===== src/rtl/fpnew_issue_rob.sv =====
// fpnew_issue_rob: tags FPU requests, reorders out-of-order results, retires them in issue order
module fpnew_issue_rob #(
  parameter int unsigned Width    = 64,
  parameter int unsigned ReqWidth = 128,
  parameter int unsigned NumTags  = 4,
  parameter int unsigned TagBits  = $clog2(NumTags)
) (
  input  logic                clk_i,
  input  logic                rst_i,
  input  logic                flush_i,
  input  logic                req_valid_i,
  output logic                req_ready_o,
  input  logic [ReqWidth-1:0] req_data_i,
  output logic                fpu_valid_o,
  input  logic                fpu_ready_i,
  output logic [ReqWidth-1:0] fpu_data_o,
  output logic [TagBits-1:0]  fpu_tag_o,
  output logic                fpu_flush_o,
  input  logic                fpu_out_valid_i,
  output logic                fpu_out_ready_o,
  input  logic [Width-1:0]    fpu_result_i,
  input  logic [4:0]          fpu_status_i,
  input  logic [TagBits-1:0]  fpu_tag_i,
  output logic                rsp_valid_o,
  input  logic                rsp_ready_i,
  output logic [Width-1:0]    rsp_result_o,
  output logic [4:0]          rsp_status_o,
  output logic [4:0]          fflags_o,
  input  logic                fflags_clr_i,
  output logic                err_o,
  output logic                busy_o
);
  logic [TagBits:0]   wr_ptr, rd_ptr;
  logic [NumTags-1:0] alloc, done;
  logic [Width-1:0]   result_q [NumTags];
  logic [4:0]         status_q [NumTags];
  logic [TagBits-1:0] wi, ri;
  logic full, empty, res_hs, res_ok, retire;
  assign wi              = wr_ptr[TagBits-1:0];
  assign ri              = rd_ptr[TagBits-1:0];
  assign full            = (wr_ptr[TagBits] != rd_ptr[TagBits]) && (wi == ri);
  assign empty           = wr_ptr == rd_ptr;
  assign fpu_valid_o     = req_valid_i & ~full & ~flush_i;
  assign req_ready_o     = fpu_valid_o & fpu_ready_i;
  assign fpu_data_o      = req_data_i;
  assign fpu_tag_o       = wi;
  assign fpu_flush_o     = flush_i;
  assign fpu_out_ready_o = ~flush_i;
  assign res_hs          = fpu_out_valid_i & ~flush_i;
  assign res_ok          = alloc[fpu_tag_i] & ~done[fpu_tag_i];
  assign rsp_valid_o     = ~empty & done[ri];
  assign rsp_result_o    = result_q[ri];
  assign rsp_status_o    = status_q[ri];
  assign retire          = rsp_valid_o & rsp_ready_i & ~flush_i;
  assign busy_o          = ~empty;
  always_ff @(posedge clk_i or posedge rst_i) begin
    if (rst_i) begin
      wr_ptr   <= '0;
      rd_ptr   <= '0;
      alloc    <= '0;
      done     <= '0;
      err_o    <= 1'b0;
      fflags_o <= '0;
    end else begin
      if (flush_i) begin
        wr_ptr <= '0;
        rd_ptr <= '0;
        alloc  <= '0;
        done   <= '0;
        err_o  <= 1'b0;
      end else begin
        if (req_ready_o) begin
          alloc[wi] <= 1'b1;
          done[wi]  <= 1'b0;
          wr_ptr    <= wr_ptr + (TagBits+1)'(1);
        end
        if (res_hs && res_ok) done[fpu_tag_i] <= 1'b1;
        if (retire) begin
          alloc[ri] <= 1'b0;
          done[ri]  <= 1'b0;
          rd_ptr    <= rd_ptr + (TagBits+1)'(1);
        end
        err_o <= res_hs & ~res_ok;
      end
      // a clear coinciding with a retire keeps only the retiring status
      if (retire) fflags_o <= (fflags_clr_i ? 5'b0 : fflags_o) | status_q[ri];
      else if (fflags_clr_i) fflags_o <= '0;
    end
  end
  always_ff @(posedge clk_i) begin
    if (res_hs && res_ok) begin
      result_q[fpu_tag_i] <= fpu_result_i;
      status_q[fpu_tag_i] <= fpu_status_i;
    end
  end
endmodule


===== config.mk =====
export PLATFORM = sky130hd
export DESIGN_NAME = fpnew_issue_rob
export DESIGN_NICKNAME = d
export VERILOG_FILES = /design/src/rtl/fpnew_issue_rob.sv
export SDC_FILE = /design/constraint.sdc
export NUM_CORES = 1
export LEC_CHECK = 0
export ABC_AREA = 1
export CAP_MARGIN = 0
export CELL_PAD_IN_SITES_DETAIL_PLACEMENT = 0
export CELL_PAD_IN_SITES_GLOBAL_PLACEMENT = 1
export CORE_MARGIN = 1
export CORE_UTILIZATION = 36
export DETAILED_ROUTE_END_ITERATION = 10
export PLACE_DENSITY = 0.81
export SYNTH_ARGS = -nofsm -noshare
export SYNTH_HDL_FRONTEND = slang
export SYNTH_SLANG_ARGS = --single-unit
export TNS_END_PERCENT = 30

===== constraint.sdc =====
create_clock -name clk_i -period 3.3 [get_ports clk_i]
set_input_delay 0.33 -clock clk_i [delete_from_list [all_inputs] [get_ports clk_i]]
set_output_delay 0.33 -clock clk_i [all_outputs]
set_load 0.005 [all_outputs]

# --- Word-level counts from Yosys, hierarchy flattened ---
# Memory sizes are Yosys's and may differ from the RTL's.
# Index checks and enable logic that the tools add are counted.
# Widths: inputs -> output; s select.
classes:
  n_reduce_logical: 7
  n_addsub: 2
  n_bitwise: 22
  n_lt_le_gt_ge: 6
  n_eq_ne: 3
  mux: 31
ops:
  columns: ["operator", "count"]
  rows:
  - ["$mux 4", 10]
  - ["$and 4x4->4", 3]
  - ["$mux 3", 4]
  - ["$mux 5", 2]
  - ["$and 1x1->1", 9]
  - ["$lt 2x3->1 const B", 3]
  - ["$mux 1", 9]
  - ["$not 4->4", 2]
  - ["$or 4x4->4", 2]
  - ["$add 3x1->3 const B", 2]
  - ["$bmux 1 s2", 3]
  - ["$demux 1 s2", 3]
  - ["$ge 2x1->1 const B", 3]
  - ["$logic_and 1x1->1", 5]
  - ["$not 1->1", 5]
  - ["$or 5x5->5", 1]
  - ["$reduce_bool 2->1", 2]
  - ["$eq 3x3->1", 1]
  - ["$eq 2x2->1", 1]
  - ["$ne 1x1->1", 1]
word_totals:
  ram_bits: 276
  in_bits: 207
  elab_cells: 79
  mem_count: 2
  register_bits: 20
  out_inout_bits: 211
mem_list:
  columns: ["memory", "words", "width", "rd", "rd_clocked_by_memory_dff", "write_ports", "line", "rtl"]
  rows:
  - ["result_q", 4, 64, 1, 0, 1, "35", "logic [Width-1:0] result_q [NumTags];"]
  - ["status_q", 4, 5, 1, 0, 1, "36", "logic [4:0] status_q [NumTags];"]

# --- Depth between registers and ports, before layout ---
depth:
  word_depth: 14
  ltp_mapped: 9
  ltp_nobuf: 9

# --- Least setup slack after synthesis ---
# Ideal clock, no wire load.
synth_path:
  path_type: "input port to flip-flop"
  startpoint: "in fpu_tag_i[0]"
  endpoint: "mem result_q[0][0] (enable)"
  path_stages: 8
  slack_ns: 0.530
  n_path_buf: 1
  setup_time_ns: 0.423
  arrival_time_ns: 2.347
  t_required_ns: 2.877
  path_cell_list: "buf_2 nand2_1 inv_1 nand2_1 nand2_1 nor2_1 nand4_1 inv_1"
synth_between:
  elab_chain_cells: 7
  elab_cells_between_ends: 9
  cone_classes: "mux (6); bitwise (2); reduce/logical (1)"
synth_lines:
  columns: ["element", "line", "rtl"]
  rows:
  - ["from (decl)", "23", "input logic [TagBits-1:0] fpu_tag_i,"]
  - ["$bmux 1 s2", "50", "assign res_ok = alloc[fpu_tag_i] & ~done[fpu_tag_i];"]
  - ["$mux 1 (not written as such)", "50", null]
  - ["$not 1->1", "50", null]
  - ["$and 1x1->1", "50", null]
  - ["$logic_and 1x1->1", "91", "if (res_hs && res_ok) begin"]
  - ["$mux 1", "91", null]
  - ["$mux 1 (not written as such)", "92", "result_q[fpu_tag_i] <= fpu_result_i;"]
  - ["to (decl)", "35", null]
# Parallel ways exist; a longest one is shown, timed or not. The select of a mux whose other input is x is not followed.

# --- Final worst setup path ---
layout_path:
  startpoint: "reg rd_ptr[0]"
  endpoint: "out rsp_result_o[28]"
layout_between:
  elab_chain_cells: 1
layout_lines:
  columns: ["element", "line", "rtl"]
  rows:
  - ["from (decl)", "33", "logic [TagBits:0] wr_ptr, rd_ptr;"]
  - ["from (signal assigned)", "81", "rd_ptr <= rd_ptr + (TagBits+1)'(1);"]
  - ["$mem_v2 4x64", null, null]
  - ["to (decl)", "26", "output logic [Width-1:0] rsp_result_o,"]
# Every way passes these cells.

==> reports/qor.csv <==
metric;value;unit
x dimension of the die;187;µm
overall global routing resource usage;0.199;
number of enable-type register cells in the synthesized netlist;276;
cells along the critical path;buf_12 -> o21ai_0 -> o22ai_1 -> clkdlybuf4s50_1;
Congestion Overflow GR;0;
clock-pin slew on the worst setup and hold paths;0.07;ns
worst skew pair latency;0.55;ns
wire per inst;24.8;µm
leakage power of the design;4.95;nW
number of levels the H-tree was split into;1;
final antenna-violating net count;0;
Pins Over Slew Limit;0;
row cnt;67;
Setup Fix Bufs, Post-CTS;0;
library cell occupying the most area in the post-synthesis netlist;edfxtp_1;
Die Height;187;µm
clk sink count;296;
crit path max-delay cell type;clkdlybuf4s50_1;
worst clock skew on the final layout;0.0216;ns
share of power burned in registers;0.548;
worst slew slack as a fraction of its limit;0.583;
starting density of the core;0.367;
Warnings, synthesis;0;
Distinct cells, synth;22;
detailed-placement wirelength estimate;25700;µm
die outline area;35100;µm²
flops & latches, synth;296;
Final Hold Viols;0;
post-route setup TNS;0;ns
post-cts resize count;0;
weighted congestion at the end of routability-driven global placement;0.917;
cell at the root of the clock tree;clkbuf_16;
run status;complete, no violations;
number of global-route vias before repair;7195;
number of buffers on the longest clock path;3;
Critical Path RT;2.97;ns
maximum fanout encountered on the critical timing path;148;
synth top area cells;edfxtp_1, buf_4, o21ai_0;
PD cells;517;nW/µm²
Final period util;0.912;
Floorplan Core Area;33700;µm²
maximum resistive drop on vdd;0.000445;V
IO Pins;418;
shortest clock period the worst path allows after layout;3.01;ns
total via count in the routed design;7434;
total wire length;36400;µm
number of nets produced by synthesis;1185;
Async SR Flop Fraction;0.0676;
path type of the worst min-delay path;in2async;
CTS tree;done;
Worst path top cell family by delay;buffers and inverters;
total standard cell area after synthesis;12400;µm²
final layout net count;1216;
clock group share of total power;0.425;
post-route cell area;14500;µm²
final setup vio count;0;
maximum frequency from static timing analysis;332;MHz
most instantiated flip-flop cell in the synthesis netlist;edfxtp_1;
Port-buffer cells;161;
P_sw;1.45;mW
most frequent cells after synthesis;edfxtp_1, nor2_1, o21ai_0;
Hold Buf Count CTS;0;
unrepaired setup endpoints after global routing;false;
number of inserted diodes;0;
cells after synthesis;970;
relative area change from synthesis to final layout;17.5;%
layout cells sized above 1;0.0666;
proportion of netlist area held by the largest area contributor;0.670;
Placed Area;13600;µm²
largest net degree at the start of global routing;149;
first-iteration detailed-routing DRC count;507;
number of antenna violations at the first check in global routing;1;
mean instance size in the synthesized netlist;12.8;µm²
Crit path arrival time;2.68;ns
library cell with the highest instance count after synthesis;edfxtp_1;
portion of the post-synthesis area used by sequential elements;0.710;
worst setup path category;reg2out;
Critical path buffers and inverters;2;
switching power share of the total;0.194;
crit end category;output port;
post-detailed-route via-to-cell ratio;5.06;
actual transition at the worst max-transition pin;0.625;ns
part of the power in combinational logic;0.027;
first drt pass iteration count;4;
wire length of the first global-routing pass;51300;µm
Post-route DRC;0;
Max Cap Viol;0;
internal power component;6.06;mW
largest stage delay on the critical path;0.58;ns
Setup crit start kind;register;
total clock buffers created by CTS;30;
[stage by stage]
step	setup slack [ns]	hold WS [ns]	power [mW]	std cells	utilization
floorplan	0.530	0.294	4.36	970	-
global placement	0.739	0.499	4.39	1417	0.404
detailed placement	0.738	0.508	4.40	1417	0.404
CTS	0.238	0.160	7.58	1469	0.431
global route	0.110	0.199	7.73	1469	0.431
finish	0.289	0.145	7.52	1469	0.431
[path summary, 6_finish.rpt]
kind                                        from               end  slack, ns  cells after the start
worst max-delay path                   rd_ptr[0]  rsp_result_o[28]       0.29                      4
worst min-delay path                       rst_i           done[3]       0.14                      2
worst max register to register         rd_ptr[0]       fflags_o[4]       1.16                      7
worst min register to register          alloc[0]          alloc[0]       0.52                      2
max in group asynchronous                  rst_i          alloc[3]       2.59                      3
min in group clk_i              fpu_result_i[42]   result_q[0][42]       0.41                      1
[power groups by stage]
stage | Combinational [mW] | Sequential (mW) | Clock, mW
CTS | 0.205 | 4.11 | 3.26
global placement | 0.200 | 4.19 | 0
finish | 0.203 | 4.12 | 3.20
detailed placement | 0.203 | 4.19 | 0
global route | 0.218 | 4.11 | 3.40
floorplan | 0.163 | 4.19 | 0
[worst reg2reg max path, stage by stage, from the launching register on]
cell,delay (ns)
dfrtp_4,0.50
inv_4,0.39
buf_4,0.38
nand2_1,0.08
nand3_1,0.09
nand2_2,0.12
nand4_1,0.32
o22ai_1,0.11
[state kept, by name, summed over array words and instances, names as in the netlist]
register,flops
status_q,20
alloc,4
wr_ptr,3
done,4
fflags_o,5
result_q,256
rd_ptr,3
err_o,1
[layout by cell type (no fill, tap or decap)]
master           instances
edfxtp_1               276
clkdlybuf4s50_1        161
nor2_1                 138
o21ai_0                137
o22ai_1                 69
nand2_1                 55
inv_1                   37
clkbuf_16               31
dfrtp_1                 18
a21oi_1                 13
nand4_1                 13
buf_12                  12
clkinv_1                11
nand3_1                  8
clkinv_2                 8
ha_1                     8
buf_4                    4
nand3_2                  3
o21ai_1                  3
clkbuf_1                 3
xnor2_1                  2
nand2_2                  2
bufinv_16                2
clkinv_4                 2
inv_4                    1
inv_2                    1
a21boi_0                 1
dfrtp_4                  1
dfrtp_2                  1
[routing by layer]
metal,vias to the layer above,wire [µm],GRT usage
li1,3397,-,-
met1,3518,11500,0.199
met2,470,17900,0.334
met3,47,6050,0.135
met4,2,875,0.0550
met5,-,13,0
[logic make-up after synthesis]
| group | share of synthesized area |
|---|---|
| buffers and inverters | 0.111 |
| DFF | 0.710 |
| xor gates and xnor gates | 0.00142 |
| adders and majority gates | 0.00809 |
| and+or+nand+nor | 0.0718 |
| AOI/OAI and AO/OA | 0.0974 |
[cell type report]
cell class	count	area [µm²]
well taps	448	561
inverters	44	173
flip-flops and latches	296	8790
clock buffers	34	787
fillers	3063	19200
multi-input cells	452	2210
repair buffers	177	1880
clock inverters	18	135
(Power assumes the default switching activity.)
